--- src/rtl/sisc_fetch_unit.sv ---
// sisc_fetch_unit: buffered instruction-fetch front end for the SISC core.
// A free-running fetch PC issues one word-addressed request per cycle while
// credit is available. In-order responses fill a DEPTH-entry {pc, instr}
// FIFO that the decode stage drains with a valid/ready handshake. A branch
// redirect flushes the FIFO, and responses still in flight are discarded.
//
// Ports:
//   clk          clock; all state updates on the rising edge
//   rst_f        synchronous reset, active-high
//   fetch_en     allows new memory requests
//   imem_req     request strobe (combinational), one word per cycle
//   imem_addr    request address, which is the current fetch PC (combinational)
//   imem_rdata   returned instruction word
//   imem_rvalid  imem_rdata valid; responses return in request order
//   br_taken     redirect pulse
//   br_target    redirect address
//   ir_valid     FIFO head valid
//   ir_instr     FIFO head instruction
//   ir_pc        address of the FIFO head instruction
//   ir_ready     consumer accepts the head this cycle
//   occupancy    FIFO entry count
//   err          sticky protocol error (response with nothing outstanding)
module sisc_fetch_unit #(
  parameter int unsigned        ADDR_W   = 16,
  parameter int unsigned        INSTR_W  = 32,
  parameter int unsigned        DEPTH    = 4,
  parameter logic [ADDR_W-1:0]  RESET_PC = '0
) (
  input  logic                         clk,
  input  logic                         rst_f,
  input  logic                         fetch_en,
  output logic                         imem_req,
  output logic [ADDR_W-1:0]            imem_addr,
  input  logic [INSTR_W-1:0]           imem_rdata,
  input  logic                         imem_rvalid,
  input  logic                         br_taken,
  input  logic [ADDR_W-1:0]            br_target,
  output logic                         ir_valid,
  output logic [INSTR_W-1:0]           ir_instr,
  output logic [ADDR_W-1:0]            ir_pc,
  input  logic                         ir_ready,
  output logic [$clog2(DEPTH+1)-1:0]   occupancy,
  output logic                         err
);

  localparam int unsigned OCC_W = $clog2(DEPTH + 1);
  localparam int unsigned PTR_W = $clog2(DEPTH);
  localparam int unsigned SUM_W = OCC_W + 1;

  // Registered state
  logic [ADDR_W-1:0]  fpc_q,         fpc_d;
  logic [ADDR_W-1:0]  rpc_q,         rpc_d;
  logic [OCC_W-1:0]   outstanding_q, outstanding_d;
  logic [OCC_W-1:0]   drop_cnt_q,    drop_cnt_d;
  logic [OCC_W-1:0]   count_q,       count_d;
  logic [PTR_W-1:0]   wr_ptr_q,      wr_ptr_d;
  logic [PTR_W-1:0]   rd_ptr_q,      rd_ptr_d;
  logic               err_q,         err_d;

  // FIFO storage; contents are only meaningful below the count
  logic [ADDR_W-1:0]  pc_mem    [DEPTH];
  logic [INSTR_W-1:0] instr_mem [DEPTH];

  // Per-cycle events
  logic               has_out;
  logic [SUM_W-1:0]   credit_sum;
  logic               issue;
  logic               resp_br;
  logic               resp_ok;
  logic               spurious;
  logic               push;
  logic               pop;

  // Event decode. Buffered entries and in-flight requests share DEPTH
  // credits, so an accepted response always finds a free FIFO slot.
  always_comb begin
    has_out    = (outstanding_q != '0);
    credit_sum = SUM_W'(count_q) + SUM_W'(outstanding_q);
    issue      = ~rst_f & fetch_en & ~br_taken & (credit_sum < SUM_W'(DEPTH));
    resp_br    = imem_rvalid & has_out;
    resp_ok    = resp_br & ~br_taken;
    spurious   = imem_rvalid & ~has_out;
    push       = resp_ok & (drop_cnt_q == '0);
    pop        = (count_q != '0) & ir_ready & ~br_taken;
  end

  // Next-state logic
  always_comb begin
    fpc_d         = fpc_q;
    rpc_d         = rpc_q;
    outstanding_d = outstanding_q;
    drop_cnt_d    = drop_cnt_q;
    count_d       = count_q;
    wr_ptr_d      = wr_ptr_q;
    rd_ptr_d      = rd_ptr_q;
    err_d         = err_q | spurious;

    if (br_taken) begin
      // Everything still in flight after this edge belongs to the old path.
      fpc_d         = br_target;
      rpc_d         = br_target;
      count_d       = '0;
      wr_ptr_d      = '0;
      rd_ptr_d      = '0;
      outstanding_d = outstanding_q - OCC_W'(resp_br);
      drop_cnt_d    = outstanding_q - OCC_W'(resp_br);
    end else begin
      if (issue) begin
        fpc_d = fpc_q + ADDR_W'(1);
      end
      outstanding_d = outstanding_q + OCC_W'(issue) - OCC_W'(resp_ok);
      if (resp_ok && (drop_cnt_q != '0)) begin
        drop_cnt_d = drop_cnt_q - OCC_W'(1);
      end
      if (push) begin
        wr_ptr_d = wr_ptr_q + PTR_W'(1);
        rpc_d    = rpc_q + ADDR_W'(1);
      end
      if (pop) begin
        rd_ptr_d = rd_ptr_q + PTR_W'(1);
      end
      count_d = count_q + OCC_W'(push) - OCC_W'(pop);
    end
  end

  // State register
  always_ff @(posedge clk) begin
    if (rst_f) begin
      fpc_q         <= RESET_PC;
      rpc_q         <= RESET_PC;
      outstanding_q <= '0;
      drop_cnt_q    <= '0;
      count_q       <= '0;
      wr_ptr_q      <= '0;
      rd_ptr_q      <= '0;
      err_q         <= 1'b0;
    end else begin
      fpc_q         <= fpc_d;
      rpc_q         <= rpc_d;
      outstanding_q <= outstanding_d;
      drop_cnt_q    <= drop_cnt_d;
      count_q       <= count_d;
      wr_ptr_q      <= wr_ptr_d;
      rd_ptr_q      <= rd_ptr_d;
      err_q         <= err_d;
    end
  end

  // FIFO write port; storage needs no reset because the count gates it
  always_ff @(posedge clk) begin
    if (!rst_f && push) begin
      pc_mem[wr_ptr_q]    <= rpc_q;
      instr_mem[wr_ptr_q] <= imem_rdata;
    end
  end

  // Outputs; status outputs are held inactive while reset is asserted
  always_comb begin
    imem_req  = issue;
    imem_addr = fpc_q;
    ir_valid  = ~rst_f & (count_q != '0);
    ir_instr  = instr_mem[rd_ptr_q];
    ir_pc     = pc_mem[rd_ptr_q];
    occupancy = rst_f ? '0 : count_q;
    err       = ~rst_f & err_q;
  end

endmodule
--- config.mk ---
export PLATFORM = sky130hd
export DESIGN_NAME = sisc_fetch_unit
export DESIGN_NICKNAME = d
export VERILOG_FILES = /design/src/rtl/sisc_fetch_unit.sv
export SDC_FILE = /design/constraint.sdc
export NUM_CORES = 1
export LEC_CHECK = 0
export CORE_ASPECT_RATIO = 0.75
export CORE_MARGIN = 2
export CORE_UTILIZATION = 55
export DETAILED_ROUTE_END_ITERATION = 7
export PLACE_DENSITY = 0.79
export SLEW_MARGIN = 20
export SYNTH_ARGS = -nofsm -noshare
export SYNTH_HDL_FRONTEND = slang
export SYNTH_SLANG_ARGS = --single-unit
--- constraint.sdc ---
create_clock -name clk -period 8.6 [get_ports clk]
set_input_delay 1.72 -clock clk [delete_from_list [all_inputs] [get_ports clk]]
set_output_delay 1.72 -clock clk [all_outputs]
set_load 0.02 [all_outputs]
==> summary.txt, run 1 <==
Floorplan
  – Top Ports: roughly 120
  – Die width: approximately 160 um
  – Core Area: 0.0170 mm2
  – Number of placement rows: 41
  – Area of the die: about 0.019 mm2
  – Vertical extent of the die: between 100 and 150 um
  – Starting density of the core: 56.7%

Clocking
  – TritonCTS clock tree: done
  – Clock Pin Slew Worst Setup and Hold Paths: 0.06 ns
  – Clock latency of the later-clocked register in the worst-skew pair: around 0.51 ns
  – Clock sink total: 240
  – Post-CTS Setup Bufs: 0
  – Htree depth: 1
  – Root Driver: sky130_fd_sc_hd__clkbuf_16
  – Longest Clk Path Bufs: 3
  – Quantity of gates resized following cts: 0
  – Number of buffers created by CTS: 23
  – Hold-fix buffer count after cts: 0

Power and ir drop
  – Switching pwr: a little under 600 uW
  – Switching share of total power: a little under a quarter
  – Cell internal power dissipation: 2.01 mW
  – Clock power frac: about two fifths
  – Share of total power in combinational logic: roughly a tenth
  – Leak: 3.89 nW
  – Share of power burned in registers: between 50% and 60%
  – IR Drop Worst-Case VDD: 0.140 mV
  – Ratio of total power to cell area: approximately 220 mW/mm2

Status
  – Run status: completed

Detailed routing
  – Via count normalized by instance count: 5.88
  – Vias: ~5600
  – Final WL: roughly 20000 um
  – DR pass1 iterations: 5
  – Routed wire per std cell: around 20 um
  – Residual antenna-violating net count after detailed routing: 0
  – Number of design rule violations left after detail routing: 0
  – DRC violation total after the first TritonRoute iteration: 387

Logic synthesis
  – Summed instance area of the synthesized netlist: approximately 0.0097 mm2
  – Leading register cell type out of synthesis: sky130_fd_sc_hd__edfxtp_1
  – Number of enable flip-flop cells after synthesis: 192
  – Post-synthesis sequential area ratio: a little over two thirds
  – Synthesized area divided by synthesized cell count: approximately 17 um2
  – Most numerous cell in the Yosys netlist: sky130_fd_sc_hd__edfxtp_1
  – Synth warnings: 0
  – Library cell with the largest summed area after synthesis: sky130_fd_sc_hd__edfxtp_1
  – Number of unique standard cell types used by synthesis: 44
  – Fraction of registers with async set/reset: 0%
  – Top cells by area, synth: sky130_fd_sc_hd__edfxtp_1, sky130_fd_sc_hd__mux4_2, sky130_fd_sc_hd__dfxtp_1
  – Ranking of synthesized cells by instance count: sky130_fd_sc_hd__edfxtp_1, sky130_fd_sc_hd__dfxtp_1, sky130_fd_sc_hd__mux4_2, sky130_fd_sc_hd__inv_1, sky130_fd_sc_hd__a21oi_1
  – Post-synthesis net count: roughly 650
  – Share of Yosys cell area claimed by the top area cell type: 59.7%
  – Synthesized netlist cell count: 575
  – Flop and latch count out of synthesis: 240

Cells and area
  – Antenna Diode Count: 0
  – # fillers: about 1100
  – Layout Nets: 777
  – Area taken by multi-input logic gates: ~0.0027 mm2
  – Sequential Area: slightly below 0.007 mm2
  – Area added between synthesis and finish: 23.4%
  – Layout cell share with drive strength beyond 1: between 10% and 20%

Setup path
  – Critical path start-end classification: in2out
  – Maximum net fanout on the critical path: 4
  – Crit. End Element: primary output
  – Category of the worst setup path launch point: input pin
  – Critical Path AT: roughly 3.8 ns
  – WP data required: around 6.9 ns

GRT
  – Number of global-route vias before repair: ~5700
  – Overall global routing resource usage: between 20% and 30%
  – First-pass GRT wire length: approximately 30000 um
  – Global routing usage on met2: between 30% and 40%
  – Largest net degree at the start of global routing: between 50 and 60
  – Initial antenna violation count: 0
  – Met1 Resource Use GR: between 30% and 40%
  – Total congestion overflow: 0
  – Layer with the highest usage after global routing: met2
  – Global-route met3 utilization: about 4.1%

Place
  – Buffers added on ports: 123
  – Weighted congestion reported at the end of routability-driven placement: ~0.84
  – HPWL after detailed placement: between 10000 and 15000 um

STA
  – Worst hold slack after final layout: 0.469 ns
  – Headroom to the max-slew limit: between 30% and 40%
  – Maximum operating frequency: 180 MHz
  – Final worst path period share: approximately 65%
  – Setup repair after global routing missed its margin: no
  – Count of endpoints failing hold in the final timing report: 0
  – Number of pins with negative max-slew slack in the final report: 0
  – Total Neg Setup Slack: 0 ns
  – Clock period minus worst slack: around 5.5 ns
  – Final Setup Violations: 0
  – Layout Skew: 0.0185 ns
  – Transition time at the pin with the least slew margin: just under 1 ns

Run
  – Count of max-cap constraint violations: 0

Min path
  – Worst min path class: reg2reg
## final timing paths
kind	slack, ns	start	depth (start not counted)	to
setup / recovery	3.05	fetch_en	5	imem_req
setup reg to reg	5.59	outstanding_q[1]	10	outstanding_q[2]
hold / removal	0.47	err_q	2	err_q
hold reg to reg	0.47	err_q	2	err_q
## routing by layer
metal,up-vias,share of wire (%)
li1,2539,-
met1,2834,45
met2,251,46
met3,23,7.6
met4,0,1.2
met5,-,0
## final cells by class
class                   instances  area share, %
repair buffers                130           10.8
flip-flops and latches        240           56.5
multi-input cells             285           23.0
clock buffers                  31           5.42
clock inverters                11          0.997
inverters                      27          0.850
well taps                     236           2.48
## kinds of logic (layout without fill, tap and decap cells)
family / count (synthesis) / in the layout / share of synthesized area (%)
xor gates and xnor gates: 24 / 24 / 2.18
muxes: 53 / 53 / 11.7
DFF: 240 / 240 / 69.6
buffers and inverters: 50 / 199 / 1.98
AOI/OAI and AO/OA: 74 / 74 / 5.36
and+or+nand+nor: 118 / 118 / 6.90
adders and majority gates: 16 / 16 / 2.23
## layout by cell type (no fill, tap or decap), types with 3 or more instances in the layout
cell type                         count
sky130_fd_sc_hd__and2_1               5
sky130_fd_sc_hd__nand3_1             15
sky130_fd_sc_hd__nor2b_1              3
sky130_fd_sc_hd__nor4_1              10
sky130_fd_sc_hd__nor4b_1              3
sky130_fd_sc_hd__clkbuf_8             4
sky130_fd_sc_hd__ha_1                14
sky130_fd_sc_hd__and3_1               3
sky130_fd_sc_hd__nand2_1             15
sky130_fd_sc_hd__o21ai_0              5
sky130_fd_sc_hd__clkbuf_1             4
sky130_fd_sc_hd__clkdlybuf4s50_1    123
sky130_fd_sc_hd__xor2_1               8
sky130_fd_sc_hd__a211oi_1             4
sky130_fd_sc_hd__o31a_1              13
sky130_fd_sc_hd__nor3b_1              3
sky130_fd_sc_hd__and3_2               4
sky130_fd_sc_hd__xnor2_1             16
sky130_fd_sc_hd__clkbuf_16           23
sky130_fd_sc_hd__nand3b_1             4
sky130_fd_sc_hd__edfxtp_1           192
sky130_fd_sc_hd__o311a_1              4
sky130_fd_sc_hd__a21boi_0            15
sky130_fd_sc_hd__mux4_2              48
sky130_fd_sc_hd__nand4_1             10
sky130_fd_sc_hd__o21a_1               5
sky130_fd_sc_hd__a21oi_1             22
sky130_fd_sc_hd__mux2i_1              5
sky130_fd_sc_hd__nor3_1               8
sky130_fd_sc_hd__clkinv_2             6
sky130_fd_sc_hd__dfxtp_1             46
sky130_fd_sc_hd__nand2b_1             4
sky130_fd_sc_hd__and4_1               4
sky130_fd_sc_hd__inv_1               27
sky130_fd_sc_hd__buf_4                7
sky130_fd_sc_hd__nor2_1              19
## flip-flops by register name, summed over array words and instances (netlist names), named ones only
signal and cells:
outstanding_q 3, err_q 1, rpc_q 16, rd_ptr_q 2, instr_mem 128, drop_cnt_q 3, count_q 3, pc_mem 64
wr_ptr_q 2, imem_addr 16
## critical path: stages
cell	delay, ns
sky130_fd_sc_hd__clkdlybuf4s50_1	0.46
sky130_fd_sc_hd__nor4b_1	0.57
sky130_fd_sc_hd__nand2_1	0.23
sky130_fd_sc_hd__nor2_1	0.21
sky130_fd_sc_hd__clkdlybuf4s50_1	0.64
## power groups by stage
stage,clock network [mW],registers [mW],logic (mW)
2_1_floorplan,0,1.35,0.151
3_3_place_gp,0,1.35,0.252
3_5_place_dp,0,1.35,0.262
4_1_cts,1.02,1.33,0.265
5_1_grt,1.06,1.33,0.287
6_report,1.01,1.33,0.265
## stage by stage
step	util, %	total power, mW	worst slack [ns]	instances	instance area (um2)
after floorplan	-	1.50	4.18	575	9660
after global routing	70.0	2.69	2.88	960	11900
final	70.0	2.60	3.05	960	11900
after CTS	70.0	2.61	3.06	960	11900
after global placement	65.5	1.60	3.14	918	11200
after detailed placement	65.5	1.62	3.09	918	11200
No activity file was read; power rests on OpenSTA's default activity.
==> run 2: changes to the inputs <==
==> constraint.sdc (replaced) <==
create_clock -name clk -period 5.13 [get_ports clk]
set_input_delay 1.026 -clock clk [delete_from_list [all_inputs] [get_ports clk]]
set_output_delay 1.026 -clock clk [all_outputs]
set_load 0.02 [all_outputs]
==> run 2 against run 1 <==
  * Cell area is 0.85% lower
  * Final cell count is 0.52% lower
  * Core utilization is 0.60 points lower
  * Combinational power is 67% higher
  * Power is 61% higher
  * Critical path depth stayed put
  * Setup slack worse by 2.2 ns
  * Count of clock-buffer cells in the layout stayed put
  * Critical endpoint unchanged
  * Highest routed layer unchanged
==> summary.txt, run 2 (synthesized netlist as in run 1, its figures left out) <==
Setup path
  – Critical Path AT: 3.25 ns (-0.58 ns)
  – Maximum net fanout on the critical path: 4 (unchanged)
  – Crit. End Element: primary output
  – Flop2flop setup slack: 2.18 ns (-3.41 ns)
  – Cell-by-cell trace of the critical path: clkdlybuf4s50_1 -> nor4b_1 -> nand2_1 -> nor2_1 -> clkdlybuf4s50_1
  – Critical path start-end classification: in2out
  – Category of the worst setup path launch point: input pin
  – WP data required: 4.10 ns (-2.78 ns)
  – CP max stage delay: 0.64 ns (about the same)
  – Cell type with the highest occurrence count on the critical path: sky130_fd_sc_hd__clkdlybuf4s50_1
  – Standard cell with the maximum stage delay on the critical path: sky130_fd_sc_hd__clkdlybuf4s50_1

STA
  – Total Neg Setup Slack: 0 ns (unchanged)
  – Layout Skew: 0.00681 ns (-0.0117 ns)
  – Final worst path period share: about 83%
  – Transition time at the pin with the least slew margin: 0.971 ns (-0.00799 ns)
  – Count of endpoints failing hold in the final timing report: 0 (unchanged)
  – Headroom to the max-slew limit: 35.2% (+0.53 points)
  – Final Setup Violations: 0 (unchanged)
  – Setup repair after global routing missed its margin: no
  – Number of pins with negative max-slew slack in the final report: 0 (unchanged)
  – Maximum operating frequency: approximately 230 MHz
  – Clock period minus worst slack: 4.28 ns

Cells and area
  – # fillers: 1120 (-0.18%)
  – Layout cell share with drive strength beyond 1: 12.9% (-1.3 points)
  – Antenna Diode Count: 0 (unchanged)
  – Top library cells by usage in the layout, fill and taps aside: sky130_fd_sc_hd__edfxtp_1, sky130_fd_sc_hd__clkdlybuf4s50_1, sky130_fd_sc_hd__mux4_2
  – Most common cell after layout, fill and taps aside: sky130_fd_sc_hd__edfxtp_1
  – Register with the highest flop count: instr_mem
  – Largest registers: instr_mem (128), pc_mem (64)
  – Area of all placed cells without fillers: 0.0118 mm2 (-0.85%)
  – Max FFs per register: 128 (unchanged)
  – Area added between synthesis and finish: 22.4%
  – Layout Nets: 778 (+0.13%)

Clocking
  – Number of buffers created by CTS: 22 (-4.3%)
  – Clock Pin Slew Worst Setup and Hold Paths: 0.06 ns (about the same)
  – TritonCTS clock tree: done
  – Htree depth: 1 (unchanged)
  – Clock sink total: 240 (unchanged)
  – Longest Clk Path Bufs: 3 (unchanged)
  – Hold-fix buffer count after cts: 0 (unchanged)
  – Root Driver: sky130_fd_sc_hd__clkbuf_16
  – Post-CTS Setup Bufs: 0 (unchanged)
  – Clock latency of the later-clocked register in the worst-skew pair: 0.50 ns (about the same)
  – Quantity of gates resized following cts: 0 (unchanged)

Detailed routing
  – Vias: 5603 (-0.78%)
  – DR pass1 iterations: 5 (unchanged)
  – Via count normalized by instance count: 5.87 (-0.26%)
  – Residual antenna-violating net count after detailed routing: 0 (unchanged)
  – Final WL: 19300 um (-0.92%)
  – Routed wire per std cell: 20.2 um (-0.40%)
  – DRC violation total after the first TritonRoute iteration: 409 (+5.7%)
  – Number of design rule violations left after detail routing: 0 (unchanged)

Min path
  – Worst min path class: reg2reg

Floorplan
  – Die width: 157 um (unchanged)
  – Number of placement rows: 41 (unchanged)
  – Starting density of the core: 56.7% (unchanged)
  – Core Area: 0.0170 mm2 (unchanged)
  – Area of the die: 0.0186 mm2 (unchanged)
  – Vertical extent of the die: 119 um (unchanged)
  – Top Ports: 124 (unchanged)

Place
  – Weighted congestion reported at the end of routability-driven placement: 0.899 (+6.8%)
  – HPWL after detailed placement: 12500 um (+5.0%)
  – Cell Area, Placed: 0.0112 mm2 (+0.13%)
  – Buffers added on ports: 123 (unchanged)

Power and ir drop
  – IR Drop Worst-Case VDD: 0.203 mV (+45%)
  – Ratio of total power to cell area: 354 mW/mm2 (+62%)
  – Leak: 3.84 nW (-1.5%)

GRT
  – Largest net degree at the start of global routing: 50 (-2.0%)
  – Total congestion overflow: 0 (unchanged)
  – First-pass GRT wire length: 30500 um (+0.66%)
  – Overall global routing resource usage: 21.1% (+0.082 points)
  – Number of global-route vias before repair: 5590 (-1.6%)
  – Initial antenna violation count: 0 (unchanged)

Status
  – Run status: completed

Run
  – Count of max-cap constraint violations: 0 (unchanged)
run 2: final cells by class:
type                            instances  area [um2]  share of cell area (%)
Multi-Input combinational cell        285        2750                    23.2
Clock inverter                          4        42.5                   0.360
Clock buffer                           31         606                    5.12
Timing Repair Buffer                  132        1300                    11.0
Sequential cell                       240        6730                    56.9
Inverter                               27         101                   0.857
Tap cell                              236         295                    2.50
run 2: worst paths after layout:
| check | startpoint | end | cells after the start |
|---|---|---|---|
| setup / recovery | fetch_en | imem_req | 5 |
| hold / removal | err_q | err_q | 2 |
| hold reg to reg | err_q | err_q | 2 |
| setup reg to reg | outstanding_q[2] | outstanding_q[2] | 10 |
run 2: critical path, delay by kind of cell:
kind	cells	cell delay, ns
buf+inv	2	1.12
simple gates	3	1.10
run 2: per-stage QoR:
stage,total power [mW],utilization [%],instances,hold WS (ns),setup slack (ns)
2_1_floorplan,2.52,-,575,0.429,1.82
3_3_place_gp,2.69,65.6,920,0.451,1.10
3_5_place_dp,2.71,65.6,920,0.466,0.968
4_1_cts,4.21,69.4,955,0.483,0.941
5_1_grt,4.34,69.4,955,0.516,0.791
6_report,4.18,69.4,955,0.474,0.854
run 2: per-layer routing:
metal | track usage, % | share of wire (%) | vias up
met5 | 0 | 0 | -
met4 | 3.98 | 1.5 | 0
met3 | 4.22 | 7.2 | 27
met2 | 32.8 | 46 | 219
met1 | 31.7 | 45 | 2829
li1 | - | - | 2528
run 2: power breakdown:
part / internal (mW) / switching [mW] / total [mW]
clock: 0.865 / 0.644 / 1.51
combinational: 0.211 / 0.232 / 0.443
sequential: 2.16 / 0.0674 / 2.23
total: 3.24 / 0.944 / 4.18
==> run 3: changes to the inputs <==
==> constraint.sdc (replaced) <==
create_clock -name clk -period 4 [get_ports clk]
set_input_delay 0.8 -clock clk [delete_from_list [all_inputs] [get_ports clk]]
set_output_delay 0.8 -clock clk [all_outputs]
set_load 0.02 [all_outputs]
==> run 3 against run 2 <==
  * Global-route usage down 0.21 points
  * Cell area is 0.87% higher
  * Combinational power grew 28%
  * Die area is the same
  * Register-to-register slack worse by 1.0 ns
  * Clock skew is 0.011 ns higher
  * Non-clock buffer count up 2
  * Highest routed layer is now met5
  * Final cell count is 0.73% higher
  * Sequential power up 28%
  * Hold slack worse by 0.0019 ns
  * Largest power group unchanged
  * Via count hardly changed
==> summary.txt, run 3 (synthesized netlist as in run 1, its figures left out) <==
Detailed routing
  – Number of design rule violations left after detail routing: 0 (unchanged)
  – Via count normalized by instance count: 5.83 (-0.64%)
  – Routed wire per std cell: 20.0 um (-0.88%)
  – Vias: 5608 (+0.089%)
  – DRC violation total after the first TritonRoute iteration: 487 (+19%)
  – DR pass1 iterations: 4 (-1)
  – Residual antenna-violating net count after detailed routing: 0 (unchanged)
  – Final WL: 19200 um (-0.16%)

Status
  – Run status: completed

Cells and area
  – Layout cell share with drive strength beyond 1: 13.4% (+0.43 points)
  – Sequential Area: 0.00673 mm2 (unchanged)
  – Top library cells by usage in the layout, fill and taps aside: sky130_fd_sc_hd__edfxtp_1, sky130_fd_sc_hd__clkdlybuf4s50_1, sky130_fd_sc_hd__mux4_2
  – Layout Nets: 781 (+0.39%)
  – Area added between synthesis and finish: 23.4%
  – Layout Utilization: 70.0% (+0.60 points)
  – Area taken by multi-input logic gates: 0.00275 mm2 (unchanged)
  – Max FFs per register: 128 (unchanged)
  – Antenna Diode Count: 0 (unchanged)
  – Cell Count, Final, Fillers Out: 962 (+0.73%)
  – Register with the highest flop count: instr_mem
  – Largest registers: instr_mem (128), pc_mem (64)
  – # fillers: 1109 (-0.98%)
  – Most common cell after layout, fill and taps aside: sky130_fd_sc_hd__edfxtp_1

Setup path
  – Standard cell with the maximum stage delay on the critical path: sky130_fd_sc_hd__clkdlybuf4s50_1
  – Crit. End Element: primary output
  – Category of the worst setup path launch point: flop
  – End of the worst register-to-register path: outstanding_q[2]
  – Number of cells traversed by the worst register-to-register path: 10 (unchanged)
  – Critical Path AT: 2.62 ns (-0.63 ns)
  – CP max stage delay: 0.64 ns (about the same)
  – Launch point of the worst reg-to-reg path: outstanding_q[1]
  – WP data required: 3.20 ns (-0.90 ns)
  – CP Depth: 6 (+1)
  – Critical path start-end classification: reg2out
  – First element of the critical path: outstanding_q[2]
  – Critical path's top delay family: buffers and inverters
  – Flop2flop setup slack: 1.16 ns (-1.02 ns)
  – Count of buffer and inverter cells on the critical path: 2 (unchanged)
  – Cell-by-cell trace of the critical path: ha_1 -> nor4b_1 -> buf_4 -> nand2_1 -> nor2_1 -> clkdlybuf4s50_1
  – Maximum net fanout on the critical path: 5 (+1)
  – Critical Path End: imem_req

Clocking
  – Clock latency of the later-clocked register in the worst-skew pair: 0.51 ns (about the same)
  – TritonCTS clock tree: done
  – Post-CTS Setup Bufs: 0 (unchanged)
  – Clock Pin Slew Worst Setup and Hold Paths: 0.06 ns (about the same)
  – Clock sink total: 240 (unchanged)
  – Htree depth: 1 (unchanged)
  – Quantity of gates resized following cts: 0 (unchanged)
  – Number of buffers created by CTS: 23 (+4.5%)
  – Longest Clk Path Bufs: 3 (unchanged)
  – Hold-fix buffer count after cts: 0 (unchanged)
  – Root Driver: sky130_fd_sc_hd__clkbuf_16

GRT
  – Initial antenna violation count: 2 (+2)
  – First-pass GRT wire length: 30200 um (-0.95%)
  – Total congestion overflow: 0 (unchanged)
  – Largest net degree at the start of global routing: 50 (unchanged)
  – Overall global routing resource usage: 20.9% (-0.21 points)
  – Number of global-route vias before repair: 5720 (+2.3%)

Power and ir drop
  – Total design power: 5.39 mW (+29%)
  – Ratio of total power to cell area: 452 mW/mm2 (+28%)
  – IR Drop Worst-Case VDD: 0.261 mV (+29%)
  – Share of power burned in registers: 53.1% (-0.2 points)
  – Share of total power in combinational logic: 10.5% (about the same)
  – Switching pwr: 1.23 mW (+30%)
  – Leak: 3.87 nW (+0.87%)
  – Switching share of total power: 22.7% (+0.20 points)
  – Cell internal power dissipation: 4.16 mW (+28%)
  – Clock power frac: 36.4% (+0.3 points)

Place
  – Weighted congestion reported at the end of routability-driven placement: 0.870 (-3.2%)
  – HPWL after detailed placement: 12000 um (-3.6%)
  – Count of placed standard cells including taps: 922 (+0.22%)
  – Buffers added on ports: 123 (unchanged)

Floorplan
  – Area of the die: 0.0186 mm2 (unchanged)
  – Top Ports: 124 (unchanged)
  – Vertical extent of the die: 119 um (unchanged)
  – Die width: 157 um (unchanged)
  – Core Area: 0.0170 mm2 (unchanged)
  – Number of placement rows: 41 (unchanged)
  – Starting density of the core: 56.7% (unchanged)

STA
  – Clock period minus worst slack: ~3.4 ns
  – Number of pins with negative max-slew slack in the final report: 0 (unchanged)
  – Final worst path period share: between 80% and 90%
  – Transition time at the pin with the least slew margin: 1.03 ns (+0.0572 ns)
  – Layout Skew: 0.0176 ns (+0.0108 ns)
  – Count of endpoints failing hold in the final timing report: 0 (unchanged)
  – Total Neg Setup Slack: 0 ns (unchanged)
  – Worst hold slack after final layout: 0.472 ns (-0.00192 ns)
  – Maximum operating frequency: 293 MHz
  – Setup repair after global routing missed its margin: no
  – Headroom to the max-slew limit: 30.9% (-4.4 points)
  – Final Setup Violations: 0 (unchanged)

Min path
  – Worst min path class: reg2reg

Run
  – Count of max-cap constraint violations: 0 (unchanged)
[run 3: cell count changes in the layout (fill, tap and decap cells not counted)]
| cell | previous run | this run |
|---|---|---|
| sky130_fd_sc_hd__buf_12 | 0 | 5 |
| sky130_fd_sc_hd__inv_6 | 0 | 1 |
| sky130_fd_sc_hd__buf_4 | 9 | 6 |
| sky130_fd_sc_hd__clkbuf_1 | 8 | 5 |
| sky130_fd_sc_hd__clkinvlp_2 | 0 | 1 |
| sky130_fd_sc_hd__clkinv_1 | 2 | 8 |
[run 3: area by class of cell]
cell class	count	share of cell area, %
flip-flops and latches	240	56.5
repair buffers	134	11.5
clock buffers	28	4.98
inverters	27	0.850
well taps	236	2.48
clock inverters	12	0.661
multi-input cells	285	23.0
[run 3: worst min-delay path by stage]
| stage | startpoint | to | slack, ns | cells after the start |
|---|---|---|---|---|
| 6_report | err_q | err_q | 0.47 | 2 |
| 5_1_grt | err_q | err_q | 0.50 | 2 |
| 4_1_cts | err_q | err_q | 0.47 | 2 |
| 3_5_place_dp | err_q | err_q | 0.46 | 2 |
| 3_3_place_gp | err_q | err_q | 0.45 | 2 |
| 2_1_floorplan | err_q | err_q | 0.43 | 2 |
[run 3: metal layers]
layer | part of all wire, % | up-vias | GRT usage, %
li1 | - | 2546 | -
met1 | 44 | 2809 | 30.2
met2 | 46 | 223 | 33.6
met3 | 7.4 | 28 | 4.22
met4 | 1.7 | 2 | 4.15
met5 | 0.062 | - | 0
[run 3: worst reg2reg max path, stage by stage, from the launching register on]
cell and delay, ns:
sky130_fd_sc_hd__dfxtp_1 0.37, sky130_fd_sc_hd__o31ai_1 0.68, sky130_fd_sc_hd__inv_1 0.27, sky130_fd_sc_hd__nand3_1 0.22, sky130_fd_sc_hd__nand2_1 0.08, sky130_fd_sc_hd__ha_1 0.20
sky130_fd_sc_hd__fa_1 0.37, sky130_fd_sc_hd__xor2_1 0.14, sky130_fd_sc_hd__o21ai_0 0.20, sky130_fd_sc_hd__xnor2_1 0.15, sky130_fd_sc_hd__nor2_1 0.05
[run 3: power groups by stage]
stage | clock [mW] | combinational (mW) | sequential [mW]
floorplan | 0 | 0.325 | 2.90
global placement | 0 | 0.542 | 2.90
detailed placement | 0 | 0.564 | 2.91
CTS | 2.00 | 0.568 | 2.86
global route | 2.09 | 0.619 | 2.87
finish | 1.96 | 0.567 | 2.86
[run 3: through the flow]
stage,instance area (um2),setup slack (ns)
2_1_floorplan,9660,0.919
3_3_place_gp,11300,0.628
3_5_place_dp,11300,0.558
4_1_cts,11900,0.497
5_1_grt,11900,0.421
6_report,11900,0.582
